**config.mk**
```make
export PLATFORM = sky130hd
export DESIGN_NAME = dmem_arbiter
export DESIGN_NICKNAME = d
export VERILOG_FILES = /design/src/rtl/dmem_arbiter.sv
export SDC_FILE = /design/constraint.sdc
export NUM_CORES = 1
export LEC_CHECK = 0
export CORE_ASPECT_RATIO = 0.5
export CORE_MARGIN = 1
export CORE_UTILIZATION = 32
export CTS_BUF_LIST = sky130_fd_sc_hd__clkbuf_8
export DETAILED_ROUTE_END_ITERATION = 8
export PLACE_DENSITY = 0.84
export SETUP_SLACK_MARGIN = 0.1
export SKIP_CTS_REPAIR_TIMING = 1
export SLEW_MARGIN = 20
export SYNTH_ARGS = -nofsm -noshare
export SYNTH_HDL_FRONTEND = slang
export SYNTH_SLANG_ARGS = --single-unit
```
**constraint.sdc**
```tcl
create_clock -name clk -period 2.4 [get_ports clk]
set_input_delay 0.48 -clock clk [delete_from_list [all_inputs] [get_ports clk]]
set_output_delay 0.48 -clock clk [all_outputs]
set_load 0.05 [all_outputs]
```
**src/rtl/dmem_arbiter.sv**
```systemverilog
// dmem_arbiter: shares one single-port, word-addressed data memory between
// the CPU load/store path (port 0) and a loader/debug master (port 1).
// At most one access is granted per cycle. Under contention the arbiter uses
// round-robin with a bounded burst length. The granted port receives a
// registered response one cycle after acceptance.
//
// Ports:
//   clk, rst                  clock, synchronous active-high reset
//   reqN_valid/ready          request handshake for port N (ready is combinational)
//   reqN_we/addr/wdata        request payload (write enable, word address, data)
//   rspN_valid/rdata          one-cycle response strobe and read data (0 for writes)
//   mem_addr/we/wd            memory drive (zero when there is no grant)
//   mem_rd                    combinational memory read data
module dmem_arbiter #(
  parameter int unsigned DATA_WIDTH = 32,
  parameter int unsigned ADDR_WIDTH = 17,
  parameter int unsigned MAX_BURST  = 4
) (
  input  logic                  clk,
  input  logic                  rst,

  input  logic                  req0_valid,
  output logic                  req0_ready,
  input  logic                  req0_we,
  input  logic [ADDR_WIDTH-1:0] req0_addr,
  input  logic [DATA_WIDTH-1:0] req0_wdata,
  output logic                  rsp0_valid,
  output logic [DATA_WIDTH-1:0] rsp0_rdata,

  input  logic                  req1_valid,
  output logic                  req1_ready,
  input  logic                  req1_we,
  input  logic [ADDR_WIDTH-1:0] req1_addr,
  input  logic [DATA_WIDTH-1:0] req1_wdata,
  output logic                  rsp1_valid,
  output logic [DATA_WIDTH-1:0] rsp1_rdata,

  output logic [DATA_WIDTH-1:0] mem_addr,
  output logic                  mem_we,
  output logic [DATA_WIDTH-1:0] mem_wd,
  input  logic [DATA_WIDTH-1:0] mem_rd
);

  localparam int unsigned CNT_W = (MAX_BURST < 2) ? 1 : $clog2(MAX_BURST + 1);
  localparam logic [CNT_W-1:0] BURST_MAX = CNT_W'(MAX_BURST);

  // Arbitration state
  logic                  r_owner;
  logic [CNT_W-1:0]      r_burst_cnt;

  // Registered per-port responses
  logic                  r_rsp0_valid;
  logic [DATA_WIDTH-1:0] r_rsp0_rdata;
  logic                  r_rsp1_valid;
  logic [DATA_WIDTH-1:0] r_rsp1_rdata;

  // Combinational grant and next-state signals
  logic                  w_gnt_valid;
  logic                  w_gnt_port;
  logic                  w_sel_we;
  logic [ADDR_WIDTH-1:0] w_sel_addr;
  logic [DATA_WIDTH-1:0] w_sel_wdata;
  logic [DATA_WIDTH-1:0] w_rsp_data;
  logic                  w_owner_nxt;
  logic [CNT_W-1:0]      w_cnt_nxt;

  // Grant decision. The owner keeps the bus under contention only while its
  // burst is live (1..MAX_BURST-1). A count of 0 means the burst was broken by
  // an idle cycle, so the other port goes first.
  always_comb begin
    w_gnt_valid = 1'b0;
    w_gnt_port  = 1'b0;
    if (!rst) begin
      if (req0_valid && req1_valid) begin
        w_gnt_valid = 1'b1;
        if ((r_burst_cnt != '0) && (r_burst_cnt < BURST_MAX)) begin
          w_gnt_port = r_owner;
        end else begin
          w_gnt_port = ~r_owner;
        end
      end else if (req0_valid) begin
        w_gnt_valid = 1'b1;
        w_gnt_port  = 1'b0;
      end else if (req1_valid) begin
        w_gnt_valid = 1'b1;
        w_gnt_port  = 1'b1;
      end
    end
  end

  // Select the granted payload
  always_comb begin
    w_sel_we    = 1'b0;
    w_sel_addr  = '0;
    w_sel_wdata = '0;
    if (w_gnt_valid) begin
      if (w_gnt_port) begin
        w_sel_we    = req1_we;
        w_sel_addr  = req1_addr;
        w_sel_wdata = req1_wdata;
      end else begin
        w_sel_we    = req0_we;
        w_sel_addr  = req0_addr;
        w_sel_wdata = req0_wdata;
      end
    end
  end

  assign req0_ready = w_gnt_valid && !w_gnt_port;
  assign req1_ready = w_gnt_valid &&  w_gnt_port;

  // Memory drive is all-zero on no-grant cycles, so mem_we cannot rise without a handshake
  assign mem_addr = DATA_WIDTH'(w_sel_addr);
  assign mem_we   = w_sel_we;
  assign mem_wd   = w_sel_wdata;

  assign w_rsp_data = (w_gnt_valid && !w_sel_we) ? mem_rd : '0;

  // Owner/burst update. The burst saturates at MAX_BURST instead of wrapping.
  always_comb begin
    w_owner_nxt = r_owner;
    w_cnt_nxt   = '0;
    if (w_gnt_valid) begin
      if ((w_gnt_port == r_owner) && (r_burst_cnt != '0)) begin
        w_cnt_nxt = (r_burst_cnt >= BURST_MAX) ? BURST_MAX : (r_burst_cnt + CNT_W'(1));
      end else begin
        w_owner_nxt = w_gnt_port;
        w_cnt_nxt   = CNT_W'(1);
      end
    end
  end

  // State registers. The initial owner is 1, so port 0 wins the first contention.
  always_ff @(posedge clk) begin
    if (rst) begin
      r_owner      <= 1'b1;
      r_burst_cnt  <= '0;
      r_rsp0_valid <= 1'b0;
      r_rsp0_rdata <= '0;
      r_rsp1_valid <= 1'b0;
      r_rsp1_rdata <= '0;
    end else begin
      r_owner      <= w_owner_nxt;
      r_burst_cnt  <= w_cnt_nxt;
      r_rsp0_valid <= w_gnt_valid && !w_gnt_port;
      r_rsp0_rdata <= (w_gnt_valid && !w_gnt_port) ? w_rsp_data : '0;
      r_rsp1_valid <= w_gnt_valid &&  w_gnt_port;
      r_rsp1_rdata <= (w_gnt_valid &&  w_gnt_port) ? w_rsp_data : '0;
    end
  end

  assign rsp0_valid = r_rsp0_valid;
  assign rsp0_rdata = r_rsp0_rdata;
  assign rsp1_valid = r_rsp1_valid;
  assign rsp1_rdata = r_rsp1_rdata;

endmodule

```
==> qor.csv <==
stage,metric,value,unit
status,status,"finished, violations left",
status,violated checks,negative setup slack,
die,IO Pins,269,
flow_run,Max Cap Viol,0,
timing,"Worst Setup Slack, final",-0.309,ns
placed_design,pre-CTS WS,-0.330,ns
drt,Initial DRC Count,195,
timing,Tmin final,2.71,ns
power,worst vdd ir,0.000335,V
setup_path,CP arrival,2.23,ns
cells_and_area,most common library cell in the layout ignoring fill and taps,clkdlybuf4s50_1,
drt,Vias/cell,5.32,
setup_path,maximum fanout along the worst path,10,
hold_path,Hold Crit Class,flop to flop,
clock_tree,htree depth,3,
clock_tree,later-pin clock latency in the skew report,0.36,ns
drt,drt pass-1 iters,5,
clock_tree,CTS tree,built,
global_route,first-pass GRT wire length,18100,microns
logic_synthesis,Synth Flop Type,dfxtp_1,
timing,fin crit share,113,%
logic_synthesis,"EDFF count, synth",0,
clock_tree,CTS Root Cell,clkbuf_8,
hold_path,Cells on Worst Hold Path,2,
timing,fin. max-slew vios,0,
placed_design,RD Place Congestion,0.841,
global_route,GRT Total Usage,25.6,%
clock_tree,clk buf depth,2,
placed_design,Port Buffers,253,
logic_synthesis,"Seq/Total Area, Yosys",47.9,%
logic_synthesis,post-synthesis cell count,261,
timing,Worst Skew,0.0180,ns
clock_tree,CTS buffer count,9,
logic_synthesis,"Async S/R FF share, synth",0,%
setup_path,CP Class,flop to primary output,
logic_synthesis,#FFs+latches synth,70,
timing,final hold violation count,0,
logic_synthesis,mean area per synthesized cell,11.2,sq um
timing,setup repair after global routing missed its margin,true,
clock_tree,Clock transition at path regs,0.09,ns
die,row count,24,
die,Initial Util,33.3,%
drt,DRC viols,0,
die,die width,137,microns
clock_tree,Sink Count,70,
die,die height,69.6,microns
global_route,initial antenna violation count,0,
die,core area,8770,sq um
timing,Max Clk Rate,0.369,GHz
placed_design,placed inst area,6220,sq um
cells_and_area,diode count,0,
power,LEAKAGE,3.02,nW
setup_path,Reg2Reg Depth,7,
cells_and_area,final-stage net count,680,
drt,final WL,16800,microns
timing,worst slew pin tran,0.551,ns
global_route,pin count of the biggest net entering global routing,52,
logic_synthesis,Synth cell types,32,
drt,post-route ant nets,0,
setup_path,Crit. End Element,primary output,
timing,worst relative slew slack,62.3,%
cells_and_area,fraction of layout cells with a size suffix above 1,32.2,%
logic_synthesis,Syn Std Cell Area,2920,sq um
timing,setup violators final,52,
drt,WL/cell,25.3,microns
cells_and_area,final core occ,81.0,%
cells_and_area,most frequent cells in the layout,"200 x clkdlybuf4s50_1, 67 x dfxtp_1, 60 x buf_12",
die,die area,9540,sq um
cells_and_area,post-route cell area,7100,sq um
cells_and_area,area delta synth->final,143,%
logic_synthesis,yosys warns,0,
setup_path,Worst EP required,1.92,ns
global_route,vias in the first global route,3190,
placed_design,DP HPWL,9430,microns
global_route,total congestion overflow,0,
setup_path,CP Launch Type,flop,
power,Pwr per Cell Area,518,nW/um^2
drt,vias,3533,
[cell families after synthesis]
logic type / count (synthesis) / synth area share [%]
adders and majority gates: 2 / 0.856
and+or+nand+nor: 75 / 20.1
AOI/OAI and AO/OA: 68 / 20.1
DFF: 70 / 47.9
buffers and inverters: 45 / 10.9
other: 1 / 0.128
[flip-flops by register name, indices dropped and copies added (netlist names)]
| signal | flops |
|---|---|
| rsp0_rdata | 32 |
| r_burst_cnt | 3 |
| rsp1_rdata | 32 |
| rsp0_valid | 1 |
| rsp1_valid | 1 |
| r_owner | 1 |
[area by class of cell]
| class | count | area [sq um] |
|---|---|---|
| clock buffers | 10 | 138 |
| fillers | 452 | 1670 |
| inverters | 4 | 15.0 |
| clock inverters | 6 | 61.3 |
| repair buffers | 297 | 3640 |
| multi-input cells | 160 | 1700 |
| flip-flops and latches | 70 | 1410 |
| well taps | 117 | 146 |
[worst max-delay path, stage by stage (launching register included)]
cell,delay [ns]
dfxtp_1,0.64
nor2_4,0.11
a2111oi_4,0.33
buf_6,0.20
clkbuf_16,0.17
buf_8,0.14
a22o_4,0.14
buf_12,0.13
[stage by stage]
| stage | setup TNS, ns | hold WS [ns] | power [mW] | cells |
|---|---|---|---|---|
| after floorplan | 0 | 0.556 | 1.86 | 275 |
| after global placement | -12.73 | 0.619 | 2.48 | 625 |
| after detailed placement | -14.35 | 0.632 | 2.50 | 625 |
| after CTS | -16.27 | 0.645 | 3.43 | 641 |
| after global routing | -15.69 | 0.698 | 3.78 | 664 |
| final | -13.40 | 0.672 | 3.68 | 664 |
[power breakdown]
group          internal (mW)  switching [mW]
registers               1.19          0.0159
logic                  0.755           0.746
clock network          0.504           0.468
total                   2.45            1.23
[per-layer routing]
metal	vias to the layer above	global-route usage [%]	wire length, microns
met5	-	0	0
met4	0	10.7	669
met3	62	5.92	1210
met2	196	47.0	8830
met1	1762	28.2	6120
li1	1513	-	-
[path summary, 6_finish.rpt]
check                                    start        endpoint  slack [ns]
worst max-delay path            r_burst_cnt[2]      mem_wd[30]       -0.31
worst min-delay path                   r_owner  r_burst_cnt[0]        0.67
worst max register to register  r_burst_cnt[2]   rsp1_rdata[6]        0.31
worst min register to register         r_owner  r_burst_cnt[0]        0.67
[Yosys cell counts, types with 2 or more instances]
| library cell | instances | share of area (%) |
|---|---|---|
| o21ai_0 | 3 | 0.51 |
| clkbuf_2 | 3 | 0.51 |
| buf_4 | 21 | 5.4 |
| and4b_1 | 32 | 11 |
| nor2b_1 | 2 | 0.43 |
| and2_1 | 32 | 6.8 |
| a22o_1 | 50 | 15 |
| dfxtp_1 | 70 | 48 |
| clkbuf_1 | 8 | 1.0 |
| nand2b_1 | 2 | 0.43 |
| nor2_1 | 3 | 0.39 |
| buf_6 | 9 | 3.5 |
| ha_1 | 2 | 0.86 |
| a21oi_1 | 3 | 0.51 |
| inv_1 | 4 | 0.51 |
Power figures use the tool's default switching activity.
